===== config.mk =====
export PLATFORM = sky130hd
export DESIGN_NAME = rca_32bit_adder
export DESIGN_NICKNAME = d
export VERILOG_FILES = /design/src/rtl/rca_32bit_adder.sv
export SDC_FILE = /design/constraint.sdc
export NUM_CORES = 1
export LEC_CHECK = 0
export CORE_MARGIN = 5
export CORE_UTILIZATION = 36
export CTS_CLUSTER_DIAMETER = 200
export CTS_CLUSTER_SIZE = 30
export DETAILED_ROUTE_END_ITERATION = 16
export GPL_TIMING_DRIVEN = 0
export PLACE_DENSITY_LB_ADDON = 0.05
export SLEW_MARGIN = 10
export SYNTH_ARGS = -nofsm -noshare
export SYNTH_HDL_FRONTEND = slang
export SYNTH_SLANG_ARGS = --single-unit

===== constraint.sdc =====
create_clock -name clk -period 15.2 [get_ports clk]
set_clock_uncertainty 0.05 [all_clocks]
set_input_delay 1.52 -clock clk [delete_from_list [all_inputs] [get_ports clk]]
set_output_delay 1.52 -clock clk [all_outputs]
set_load 0.02 [all_outputs]

===== src/rtl/rca_32bit_adder.sv =====
// Ripple-carry adder built from a chain of 1-bit full adders.
// The sum and carry-out are registered once at the end of the chain.

// One-bit full adder: the basic cell repeated along the carry chain.
module rca_full_adder (
    input  logic a_i,
    input  logic b_i,
    input  logic c_i,
    output logic s_o,
    output logic c_o
);

    logic p;

    // The propagate term is shared by the sum and the carry-out.
    always_comb begin
        p   = a_i ^ b_i;
        s_o = p ^ c_i;
        c_o = (a_i & b_i) | (c_i & p);
    end

endmodule

// Top level: WIDTH cells in series, with the result registered.
module rca_32bit_adder #(
    parameter int WIDTH = 32
) (
    input  logic             clk,
    input  logic             rst,
    input  logic [WIDTH-1:0] a,
    input  logic [WIDTH-1:0] b,
    input  logic             carry_start,
    output logic [WIDTH-1:0] sum,
    output logic             carry
);

    logic [WIDTH:0]   c;
    logic [WIDTH-1:0] s;

    logic [WIDTH-1:0] sum_d;
    logic [WIDTH-1:0] sum_q;
    logic             carry_d;
    logic             carry_q;

    assign c[0] = carry_start;

    // Stage i takes its carry-in from stage i-1; there is no lookahead.
    for (genvar i = 0; i < WIDTH; i++) begin : g_stage
        rca_full_adder u_fa (
            .a_i (a[i]),
            .b_i (b[i]),
            .c_i (c[i]),
            .s_o (s[i]),
            .c_o (c[i+1])
        );
    end

    // Next-state values for the result registers.
    always_comb begin
        sum_d   = s;
        carry_d = c[WIDTH];
    end

    // The long ripple path ends here; reset discards any in-flight result.
    always_ff @(posedge clk) begin
        if (rst) begin
            sum_q   <= '0;
            carry_q <= 1'b0;
        end else begin
            sum_q   <= sum_d;
            carry_q <= carry_d;
        end
    end

    assign sum   = sum_q;
    assign carry = carry_q;

endmodule


# After elaboration in Yosys (flattened, before gate mapping)
# Index checks and enable logic that the tools add are counted.
# Widths: inputs -> output; s select.
# totals
reg_bits,33
out_inout_bits,33
# classes
bitwise_logic,160
# op_table
cell,count
$and 1x1->1,64
$xor 1x1->1,64
$or 1x1->1,32

# Depth between registers and ports, before layout
# depth
word_depth,65
depth_mapped,36
ltp_nobuf,36

# Cells and area by module
# A second synthesis with hierarchy kept.
# hier_totals
hier_cells,101
area_unflattened_um2,1530.2
# by_module_without_submodules
module,instances,cells_each,area_each_um2
rca_32bit_adder,1,69,889.6
rca_full_adder,32,1,20.0

# Worst setup path after synthesis
# OpenSTA, ideal clock, no wires.
# synth_path
kind,input -> register
startpoint,input a[0]
endpoint,"register sum_q[31], in the netlist sum[31]"
setup_ns,0.064
t_arrival_ns,13.682
path_slack_ns,1.403
cell_stages,36
path_cell_list,fa_1 fa_1 fa_1 fa_1 fa_1 fa_1 fa_1 fa_1 fa_1 inv_1 fa_1 inv_1 fa_1 fa_1 fa_1 fa_1 fa_1 fa_1 fa_1 fa_1 fa_1 fa_1 fa_1 fa_1 fa_1 fa_1 fa_1 fa_1 fa_1 fa_1 fa_1 fa_1 fa_1 inv_1 fa_1 nor2_1
# synth_between
elab_chain_len,64
# synth_rtl
item,line_no,source
"start, declared",30,"input logic [WIDTH-1:0] a,"
$xor 1x1->1,17,p = a_i ^ b_i;
$and 1x1->1,19,c_o = (a_i & b_i) | (c_i & p);
$or 1x1->1 *,19,
$and 1x1->1 *,19,
$or 1x1->1 *,19,
$and 1x1->1 *,19,
$or 1x1->1 *,19,
$and 1x1->1 *,19,
(+48 left out),--,
$or 1x1->1 *,19,
$and 1x1->1 *,19,
$or 1x1->1 *,19,
$and 1x1->1 *,19,
$or 1x1->1 *,19,
$and 1x1->1 *,19,
$or 1x1->1 *,19,
$xor 1x1->1 *,18,s_o = p ^ c_i;
"end signal, assigned",70,sum_q <= sum_d;
"end, declared",41,logic [WIDTH-1:0] sum_q;
# Every way passes the cells marked *; elsewhere a longest branch is shown, timed or not.
# A chain may end at the register's enable or synchronous reset.

# Final worst setup path
# Ends and elaborated chain as after synthesis.

==> results.json <==
{
  "vias_per_cell": 4.20,
  "detail_route.first_pass.iterations": 3,
  "clock.fmax_ghz": 0.0691,
  "report.final.setup_viol": 0,
  "cp.required_ps": 15380,
  "overflow": 0,
  "hold_buffers": 0,
  "share_of_post_route_cells_with_drive_strength_above_1_pct": 5.12,
  "synth.yosys.seq_area_share_pct": 42.6,
  "synth_nets": 207,
  "path_max_fanout": 1,
  "grt_setup_unrepaired": "no",
  "synth.avg_cell_area_um2": 14.3,
  "vias": 1112,
  "worst_setup_ep": "sum[31]",
  "min_period_ps": 14480,
  "htree_num_levels": 2,
  "final_nets": 313,
  "final_max_slew_viol_count": 0,
  "startpoint": "a[0]",
  "port-buffer-count": 99,
  "grt_pass1_wl_um": 5420,
  "critical-path-top-cell-by-count": "fa_1",
  "slew_headroom_pct": 83.7,
  "root_buffer": "clkbuf_8",
  "criticalPathCategory": "input port to flop",
  "synth.lib_cells_used.distinct": 6,
  "drtIter0Drc": 38,
  "internal-power_mw": 0.187,
  "ir_drop_mv": 0.0428,
  "remaining_drc_errors": 0,
  "tritoncts": "yes",
  "max_stage_delay_ps": 440,
  "antenna_found_initial": 0,
  "tritoncts_num_sinks": 33,
  "synth.ff_latch_count": 33,
  "synth.cells.most_frequent": "33 x dfxtp_1, 32 x fa_1, 30 x nor2b_1",
  "largest_net_degree_at_the_start_of_global_routing": 11,
  "cts_setup_buffers": 0,
  "power_switching_mw": 0.0690,
  "num_rows": 23,
  "design.portCount": 100,
  "dieHeight_um": 75.6,
  "ant_nets": 0,
  "wl_per_cell_um": 13.5,
  "combPwrFrac_pct": 32.5,
  "number_of_global_route_vias_before_repair": 1170,
  "yosys_warnings": 0,
  "dp_hpwl_um": 3100,
  "end_kind": "flop",
  "setup_tns_final_ps": 0,
  "timing.final.crit_share_pct": 95.2,
  "sum_of_internal_switching_and_leakage_power_mw": 0.256,
  "setup.worst_path.start_class": "input port",
  "leakagePower_nw": 1.06,
  "yosysTopAreaCellShare_pct": 42.6,
  "clk_path_buf_depth": 2,
  "power.share.switching_pct": 27.0,
  "pwr-share-clk_pct": 28.2,
  "globalRouteTotalUtil_pct": 13.3,
  "synth_cells": 108,
  "cap_violations": 0,
  "area_growth_syn_to_layout_pct": 74.6,
  "hold_class": "input port to flop",
  "top_post_synthesis_cells_by_area": "dfxtp_1 43%, fa_1 41%, nor2b_1 12%",
  "finalWeightedCongestion": 0.692,
  "synth-async-reset-ratio_pct": 0,
  "crit_arrival_ps": 14660,
  "routed_wirelength_um": 3570,
  "initial_cell_density_of_the_core_pct": 37.9,
  "post_cts_resize_count": 0,
  "status": "finished, final reports clean",
  "die_area_um2": 5710,
  "synth_ff_type": "dfxtp_1",
  "antenna_cells_inserted": 0,
  "synthesis.area_um2": 1550,
  "synthMostInstantiatedCell": "dfxtp_1",
  "cts_made_buffers": 5,
  "master_of_the_slowest_instance_on_the_critical_path": "clkdlybuf4s50_1",
  "worst_tran_pin_value_ps": 244,
  "worst_setup_hold_path_clk_slew_ps": 70,
  "powerDensity_nw_per_um2": 94.6,
  "sequentialPowerShare_pct": 39.3,
  "synth_enable_flop_cells": 0,
  "synthDominantAreaCellType": "dfxtp_1",
  "floorplan.die.width_um": 75.6,
  "core_um2": 4090,
  "hold_viol": 0
}
-- layout by cell type, fill, tap and decap left out --
master           synthesis  final
dfxtp_1                 33     33
clkbuf_8                 0      7
clkinv_2                 0      1
inv_1                    7      7
nor2b_1                 30     30
buf_4                    3      3
clkdlybuf4s50_1          0     99
nor2_1                   3      3
fa_1                    32     32
-- logic make-up after synthesis --
logic type	count (synthesis)	share of synthesized area (%)
and+or+nand+nor	33	12.8
buffers and inverters	10	3.15
DFF	33	42.6
adders and majority gates	32	41.4
-- flip-flops by register name, indices dropped and copies added, names as in the netlist --
signal / cells
carry: 1
sum: 32
-- cell type report --
type | count | area [µm²]
multi-input combinational | 65 | 840
clock inverter | 1 | 5.00
fill | 316 | 1380
tap | 50 | 62.6
sequential | 33 | 661
buffer | 3 | 22.5
clock buffer | 7 | 96.3
timing repair buffer | 99 | 991
inverter | 7 | 26.3
-- metrics by stage --
| stage | util, % | instances | area [µm²] | setup WS [ps] | hold WS [ps] |
|---|---|---|---|---|---|
| 2_1_floorplan | - | 108 | 1550 | 1400 | 1540 |
| 3_3_place_gp | 63.7 | 257 | 2600 | 546 | 2170 |
| 3_5_place_dp | 63.7 | 257 | 2600 | 396 | 2180 |
| 4_1_cts | 66.2 | 265 | 2700 | 646 | 1870 |
| 5_1_grt | 66.2 | 265 | 2700 | 258 | 1910 |
| 6_report | 66.2 | 265 | 2700 | 722 | 1870 |
-- critical path: cells and delay by family --
kind                     cells  cell delay [ps]
adder cells (fa/ha/maj)     32            12390
buffers and inverters        4              670
AND/OR/NAND/NOR              1               90
-- per-layer routing --
metal,GRT usage [%],up-vias,wire length [µm]
li1,-,525,-
met5,0,-,0
met1,15.0,519,1250
met3,5.41,8,414
met4,8.16,0,82
met2,21.1,60,1820
-- how the worst min path moves through the flow --
stage | startpoint | endpoint | slack [ps] | cells past startpoint
3_5_place_dp | rst | sum[4] | 2180 | 2
3_3_place_gp | rst | sum[4] | 2170 | 2
2_1_floorplan | rst | sum[3] | 1540 | 1
4_1_cts | rst | sum[4] | 1870 | 2
6_report | rst | sum[5] | 1870 | 2
5_1_grt | rst | sum[5] | 1910 | 2
-- power by group through the flow --
stage	registers, mW	logic (mW)	clock network, mW
floorplan	0.117	0.0212	0
global placement	0.102	0.0823	0
detailed placement	0.103	0.0845	0
CTS	0.101	0.0850	0.0742
global route	0.102	0.0918	0.0773
finish	0.100	0.0831	0.0722
(Power assumes the default switching activity.)
